### config.mk
export PLATFORM = sky130hd
export DESIGN_NAME = spi_device_flat
export DESIGN_NICKNAME = d
export VERILOG_FILES = /design/src/rtl/spi_device_if.sv /design/src/rtl/spi_device.sv /design/src/flat_wrapper.sv
export SDC_FILE = /design/constraint.sdc
export NUM_CORES = 1
export LEC_CHECK = 0
export BUFFER_PORTS_ARGS = -buffer_cell sky130_fd_sc_hd__buf_2
export CAP_MARGIN = 40
export CORE_MARGIN = 10
export CORE_UTILIZATION = 47
export CTS_BUF_LIST = sky130_fd_sc_hd__clkbuf_16
export CTS_CLUSTER_DIAMETER = 60
export CTS_CLUSTER_SIZE = 40
export DETAILED_ROUTE_END_ITERATION = 8
export PLACE_DENSITY = 0.65
export SYNTH_ARGS = -nofsm -noshare
export SYNTH_HDL_FRONTEND = slang
export SYNTH_SLANG_ARGS = --single-unit
export TNS_END_PERCENT = 30
### constraint.sdc
create_clock -name clk -period 3.8 [get_ports clk]
set_clock_uncertainty 0.15 [all_clocks]
set_input_delay 0.76 -clock clk [delete_from_list [all_inputs] [get_ports clk]]
set_output_delay 0.76 -clock clk [all_outputs]
set_load 0.005 [all_outputs]
### src/rtl/spi_device_if.sv
/*------------------------------------------------------------------------------
 * spi_device_if : engine-side bundle between spi_device and the command engine
 * Revision      : 1.0
 *----------------------------------------------------------------------------*/
`default_nettype none

interface spi_device_if;
  logic       spi_output_enable;
  logic       spi_cs;
  logic [7:0] spi_rx_data;
  logic [2:0] spi_rx_bit;
  logic       spi_rx_bit_strobe;
  logic       spi_rx_strobe;
  logic       spi_rx_cmd;
  logic [7:0] spi_tx_data;
  logic       spi_tx_strobe;
  logic       tx_late;
  logic       tx_underrun;

  modport master (
    output spi_output_enable, spi_tx_data, spi_tx_strobe,
    input  spi_cs, spi_rx_data, spi_rx_bit, spi_rx_bit_strobe,
           spi_rx_strobe, spi_rx_cmd, tx_late, tx_underrun
  );

  modport slave (
    input  spi_output_enable, spi_tx_data, spi_tx_strobe,
    output spi_cs, spi_rx_data, spi_rx_bit, spi_rx_bit_strobe,
           spi_rx_strobe, spi_rx_cmd, tx_late, tx_underrun
  );
endinterface

`default_nettype wire

### src/rtl/spi_device.sv
/*------------------------------------------------------------------------------
 * spi_device : oversampled SPI mode-0 target front end (rx strobes, tx slots).
 *              Define SPI_DEVICE_STATS_EN to add byte/transfer counters.
 * Revision   : 1.0
 *----------------------------------------------------------------------------*/
`default_nettype none

module spi_device #(
  parameter int         SYNC_STAGES = 2,
  parameter logic [7:0] IDLE_TX     = 8'hFF
) (
  input  logic        clk,
  input  logic        reset,
  input  logic        spi_clk_pin,
  input  logic        spi_cs_pin,
  input  logic        spi_mosi_pin,
  output logic        spi_miso,
  output logic        spi_miso_oe,
  spi_device_if.slave eng
`ifdef SPI_DEVICE_STATS_EN
  ,
  output logic [31:0] stat_bytes,
  output logic [15:0] stat_xfers
`endif
);

  logic [SYNC_STAGES-1:0] sclk_sync, cs_sync, mosi_sync;
  logic       sclk_q, cs_q;
  logic       sclk_s, cs_s, mosi_s;
  logic       rise, fall, slot_start, shift;

  logic [2:0] bit_cnt, rx_bit;
  logic [7:0] rx_data, tx_sr, pend;
  logic       first_byte, rx_bit_strobe, rx_strobe, rx_cmd;
  logic       tx_started, slot_loaded, idle_fill, pend_valid;
  logic       tx_late, tx_underrun;

  always_ff @(posedge clk or negedge reset) begin
    if (!reset) begin
      sclk_sync <= '0;
      cs_sync   <= '1;
      mosi_sync <= '0;
      sclk_q    <= 1'b0;
      cs_q      <= 1'b1;
    end else begin
      sclk_sync <= {sclk_sync[SYNC_STAGES-2:0], spi_clk_pin};
      cs_sync   <= {cs_sync[SYNC_STAGES-2:0], spi_cs_pin};
      mosi_sync <= {mosi_sync[SYNC_STAGES-2:0], spi_mosi_pin};
      sclk_q    <= sclk_s;
      cs_q      <= cs_s;
    end
  end

  assign sclk_s = sclk_sync[SYNC_STAGES-1];
  assign cs_s   = cs_sync[SYNC_STAGES-1];
  assign mosi_s = mosi_sync[SYNC_STAGES-1];

  // Edges are only meaningful while the synchronized /CS is low.
  assign rise       = sclk_s & ~sclk_q & ~cs_s;
  assign fall       = ~sclk_s & sclk_q & ~cs_s;
  assign slot_start = fall & (bit_cnt == 3'd0);
  assign shift      = fall & (bit_cnt != 3'd0);

  always_ff @(posedge clk or negedge reset) begin
    if (!reset) begin
      bit_cnt       <= '0;
      first_byte    <= 1'b1;
      rx_data       <= '0;
      rx_bit        <= '0;
      rx_bit_strobe <= 1'b0;
      rx_strobe     <= 1'b0;
      rx_cmd        <= 1'b0;
      tx_sr         <= 8'hFF;
      tx_started    <= 1'b0;
      slot_loaded   <= 1'b1;
      idle_fill     <= 1'b0;
      pend          <= '0;
      pend_valid    <= 1'b0;
      tx_late       <= 1'b0;
      tx_underrun   <= 1'b0;
      spi_miso_oe   <= 1'b0;
    end else begin
      rx_bit_strobe <= 1'b0;
      rx_strobe     <= 1'b0;
      rx_cmd        <= 1'b0;
      spi_miso_oe   <= eng.spi_output_enable & ~cs_s;
      if (cs_s) begin
        bit_cnt     <= '0;
        first_byte  <= 1'b1;
        tx_sr       <= IDLE_TX;
        tx_started  <= 1'b0;
        slot_loaded <= 1'b1;
        idle_fill   <= 1'b0;
        pend_valid  <= 1'b0;
      end else begin
        if (rise) begin
          rx_data       <= {rx_data[6:0], mosi_s};
          rx_bit        <= bit_cnt;
          rx_bit_strobe <= 1'b1;
          bit_cnt       <= bit_cnt + 3'd1;
          if (bit_cnt == 3'd7) begin
            rx_strobe   <= 1'b1;
            rx_cmd      <= first_byte;
            first_byte  <= 1'b0;
            tx_started  <= 1'b0;
            slot_loaded <= 1'b0;
          end
        end
        // A strobe on the slot-start edge, or before the slot's first shift with
        // nothing queued, goes straight into the shifter.
        if (eng.spi_tx_strobe && (slot_start || (!tx_started && !shift && !pend_valid))) begin
          tx_sr       <= eng.spi_tx_data;
          slot_loaded <= 1'b1;
          idle_fill   <= 1'b0;
        end else begin
          if (slot_start) begin
            slot_loaded <= 1'b1;
            if (slot_loaded) begin
              idle_fill <= 1'b0;
            end else if (pend_valid) begin
              tx_sr      <= pend;
              pend_valid <= 1'b0;
              idle_fill  <= 1'b0;
            end else begin
              tx_sr     <= IDLE_TX;
              idle_fill <= 1'b1;
            end
          end else if (shift) begin
            tx_sr      <= {tx_sr[6:0], 1'b1};
            tx_started <= 1'b1;
            // Underrun is flagged once an unsupplied idle byte actually goes out.
            if (!tx_started && idle_fill) begin
              tx_underrun <= 1'b1;
              idle_fill   <= 1'b0;
            end
          end
          if (eng.spi_tx_strobe) begin
            pend       <= eng.spi_tx_data;
            pend_valid <= 1'b1;
            tx_late    <= 1'b1;
          end
        end
      end
    end
  end

  assign spi_miso              = tx_sr[7];
  assign eng.spi_cs            = cs_s;
  assign eng.spi_rx_data       = rx_data;
  assign eng.spi_rx_bit        = rx_bit;
  assign eng.spi_rx_bit_strobe = rx_bit_strobe;
  assign eng.spi_rx_strobe     = rx_strobe;
  assign eng.spi_rx_cmd        = rx_cmd;
  assign eng.tx_late           = tx_late;
  assign eng.tx_underrun       = tx_underrun;

`ifdef SPI_DEVICE_STATS_EN
  always_ff @(posedge clk or negedge reset) begin
    if (!reset) begin
      stat_bytes <= '0;
      stat_xfers <= '0;
    end else begin
      if (rise && bit_cnt == 3'd7) stat_bytes <= stat_bytes + 32'd1;
      if (cs_q && !cs_s)           stat_xfers <= stat_xfers + 16'd1;
    end
  end
`endif

endmodule

`default_nettype wire

### src/flat_wrapper.sv
// flat-port wrapper written by rule: the top's interface ports become plain ports
module spi_device_flat 
#(
  parameter int         SYNC_STAGES = 2,
  parameter logic [7:0] IDLE_TX     = 8'hFF
)
  (clk, reset, spi_clk_pin, spi_cs_pin, spi_mosi_pin, spi_miso, spi_miso_oe, eng_spi_output_enable, eng_spi_tx_data, eng_spi_tx_strobe, eng_spi_cs, eng_spi_rx_data, eng_spi_rx_bit, eng_spi_rx_bit_strobe, eng_spi_rx_strobe, eng_spi_rx_cmd, eng_tx_late, eng_tx_underrun);
  spi_device_if eng_i ();
  input  logic clk;
  input  logic reset;
  input  logic spi_clk_pin;
  input  logic spi_cs_pin;
  input  logic spi_mosi_pin;
  output logic spi_miso;
  output logic spi_miso_oe;
  input wire logic [$bits(eng_i.spi_output_enable)-1:0] eng_spi_output_enable;
  input wire logic [$bits(eng_i.spi_tx_data)-1:0] eng_spi_tx_data;
  input wire logic [$bits(eng_i.spi_tx_strobe)-1:0] eng_spi_tx_strobe;
  output wire logic [$bits(eng_i.spi_cs)-1:0] eng_spi_cs;
  output wire logic [$bits(eng_i.spi_rx_data)-1:0] eng_spi_rx_data;
  output wire logic [$bits(eng_i.spi_rx_bit)-1:0] eng_spi_rx_bit;
  output wire logic [$bits(eng_i.spi_rx_bit_strobe)-1:0] eng_spi_rx_bit_strobe;
  output wire logic [$bits(eng_i.spi_rx_strobe)-1:0] eng_spi_rx_strobe;
  output wire logic [$bits(eng_i.spi_rx_cmd)-1:0] eng_spi_rx_cmd;
  output wire logic [$bits(eng_i.tx_late)-1:0] eng_tx_late;
  output wire logic [$bits(eng_i.tx_underrun)-1:0] eng_tx_underrun;
  assign eng_i.spi_output_enable = eng_spi_output_enable;
  assign eng_i.spi_tx_data = eng_spi_tx_data;
  assign eng_i.spi_tx_strobe = eng_spi_tx_strobe;
  assign eng_spi_cs = eng_i.spi_cs;
  assign eng_spi_rx_data = eng_i.spi_rx_data;
  assign eng_spi_rx_bit = eng_i.spi_rx_bit;
  assign eng_spi_rx_bit_strobe = eng_i.spi_rx_bit_strobe;
  assign eng_spi_rx_strobe = eng_i.spi_rx_strobe;
  assign eng_spi_rx_cmd = eng_i.spi_rx_cmd;
  assign eng_tx_late = eng_i.tx_late;
  assign eng_tx_underrun = eng_i.tx_underrun;
  spi_device #(.SYNC_STAGES(SYNC_STAGES), .IDLE_TX(IDLE_TX)) u_core (.clk(clk), .reset(reset), .spi_clk_pin(spi_clk_pin), .spi_cs_pin(spi_cs_pin), .spi_mosi_pin(spi_mosi_pin), .spi_miso(spi_miso), .spi_miso_oe(spi_miso_oe), .eng(eng_i));
endmodule
==> run summary <==
Final min period: 2.28 ns
DP Wirelength: 3.23 mm
Antenna Violating Nets Remaining: 0
Critical path startpoint category: register
Max Root-Sink Buffers: 2
Pin count of the biggest net entering global routing: 28
Final setup vio count: 0
RSZ-0062 raised after global routing: no
Synth area leader: dfrtp_1
Top cell type's share of synthesized area: 0.431
Pwr dens: 541 nW/um^2
Critical R2R Launch: u_core.bit_cnt[0]
Cells after Synth: 166
FF-to-FF path depth: 6
Port bufs: 33
Vias in the first global route: 1,550
Worst-Margin Slew: 0.549 ns
Sink Count: 48
Final slew viol count: 0
Hold buffers post-CTS: 0
VDD IR max: 0.216 mV
Status: finished clean
Rows: 24
Post-DR vias/cell: 5.70
Layout area overhead: 17.2%
Clock root buffer: clkbuf_16
Routability cong.: 0.855
CTS tree: done
Worst endpoint data arrival time: 2.29 ns
Post-cts resize count: 0
HP Start: u_core.sclk_sync[0]
Critical path type: register to register
Routed vias: 1,448
Synth Flop Type: dfrtp_1
Grt ovf: 0
Nets: 219
N_diodes: 0
Clock Pin Slew Worst Setup and Hold Paths: 0.07 ns
Die W: 86.7 um
Post-CTS Setup Bufs: 0
Mapped Area: 2090 sq um
Max cap viols: 0
Area of the core: 4320 sq um
I/O pin cnt: 34
Final WS setup: 1.52 ns
Filler cells: 362
Crit. End Element: register
Setup TNS: 0 ns
Die height: 86.7 um
Htree depth: 2
DP Cell Count: 246
Antenna violations before repair: 0
Setup WS pre-CTS: 1.34 ns
Worst setup startpoint: u_core.bit_cnt[0]
Asr flop ratio synth: 1.00
Mapped Nets: 184
Later-pin clock latency in the skew report: 0.28 ns
Largest cells by area after synthesis: dfrtp_1 (43%), dfstp_2 (15%), mux2_1 (10%)
Synth Area per Inst: 12.6 sq um
Min-Delay Path Depth: 0
Final WL: 4.36 mm
Yosys reg bits: 48
Crit-path max FO: 9
Footprint of the multi-input gates: 815 sq um
Routed length per instance: 17.2 um
First-pass GRT wire length: 7.65 mm
Remaining DRCs: 0
Relative slew margins: 0.624
Hold Slack: 0.200 ns
CTS Buf Count: 5
LEAKAGE: 0.00112 uW
Hold Crit Endpoint: u_core.sclk_sync[1]
Initial Util: 0.484
Final Non-Filler Cells: 254
Gr usage total: 0.124
Iter 0 DRT Violations: 108
Required @ worst endpoint: 3.82 ns
Post-synthesis sequential area ratio: 0.581
R2R setup slack: 1.52 ns
Drt first pass iters: 4
Sequential cell area: 1220 sq um
Fmax: 0.439 GHz
Ys Warns: 0
Commonest non-fill, non-tap cells in the layout: dfrtp_1 (36), buf_2 (33), mux2_1 (19)
Die area: 7520 sq um
Unique masters post-synth: 44
Final hold vios: 0
FF-to-FF End: u_core.pend[6]
Layout cells sized above 1: 0.292
Min-Delay Path Class: register to register
Commonest non-fill, non-tap cell in the layout: dfrtp_1
Post-synth EDFFs: 0
Crit share post-route: 0.599
## per-layer routing
layer,vias up,track usage,routed length (um)
met1,718,0.162,1950
li1,687,-,-
met4,0,0.0398,14
met5,-,0,0
met3,2,0.0460,265
met2,41,0.186,2130
## synthesized netlist by cell type, types with 2 or more instances
cell type   n
a21o_1      2
a21oi_1     4
a22oi_1     2
buf_6       2
clkbuf_1    4
dfrtp_1    36
dfstp_2    12
ha_1        3
inv_1       5
mux2_1     19
mux2i_1     4
nand2_1     5
nand2b_1    3
nand3_1     7
nor2_1     10
nor2b_1     2
nor4_1      2
o21ai_0     2
o22ai_1    11
o31ai_1     6
o32ai_1     2
## sequential cells by signal (all words and copies together) (netlist names), 2 cells and up
signal	cells
u_core.eng.spi_rx_data	8
u_core.sclk_sync	2
u_core.pend	8
u_core.eng.spi_rx_bit	3
u_core.mosi_sync	2
u_core.cs_sync	2
u_core.tx_sr	8
u_core.bit_cnt	3
## kinds of logic after synthesis
kind of cell    synth area share
buf+inv                   0.0293
fa+ha+maj                 0.0179
flops                      0.581
simple gates               0.127
xor+xnor                 0.00419
compound gates             0.118
mux                        0.121
## worst max-delay path by stage
stage	to	slack (ns)	depth (start not counted)
final	u_core.pend[6]	1.52	6
after global routing	u_core.pend[6]	1.41	6
after CTS	u_core.pend[6]	1.51	6
after detailed placement	u_core.tx_sr[7]	1.34	5
after global placement	u_core.tx_sr[7]	1.41	5
after floorplan	u_core.tx_sr[7]	1.51	6
## worst max-delay path, cell delays in order (launching register included)
cell and delay [ns]:
dfrtp_1 0.37, inv_1 0.08, ha_1 0.25, and4bb_1 0.26
a211o_1 0.40, nor2_4 0.27, mux2_1 0.36
## area by class of cell
class | instances | share of cell area
sequential | 48 | 0.496
multi-input combinational | 106 | 0.332
timing repair buffer | 35 | 0.0786
clock buffer | 5 | 0.0510
tap | 52 | 0.0265
clock inverter | 3 | 0.00766
inverter | 5 | 0.00766
## power breakdown
group          internal (uW)  switching (uW)
registers                619            65.3
logic                    112             105
clock network            241             184
total                    972             355
## through the flow
stage | util | total power, uW | cell area, sq um
after floorplan | - | 808 | 2090
after global placement | 0.527 | 894 | 2280
after detailed placement | 0.534 | 913 | 2310
after CTS | 0.567 | 1340 | 2450
after global routing | 0.567 | 1400 | 2450
final | 0.567 | 1330 | 2450
Note: power is estimated with default switching activity, not from simulation.
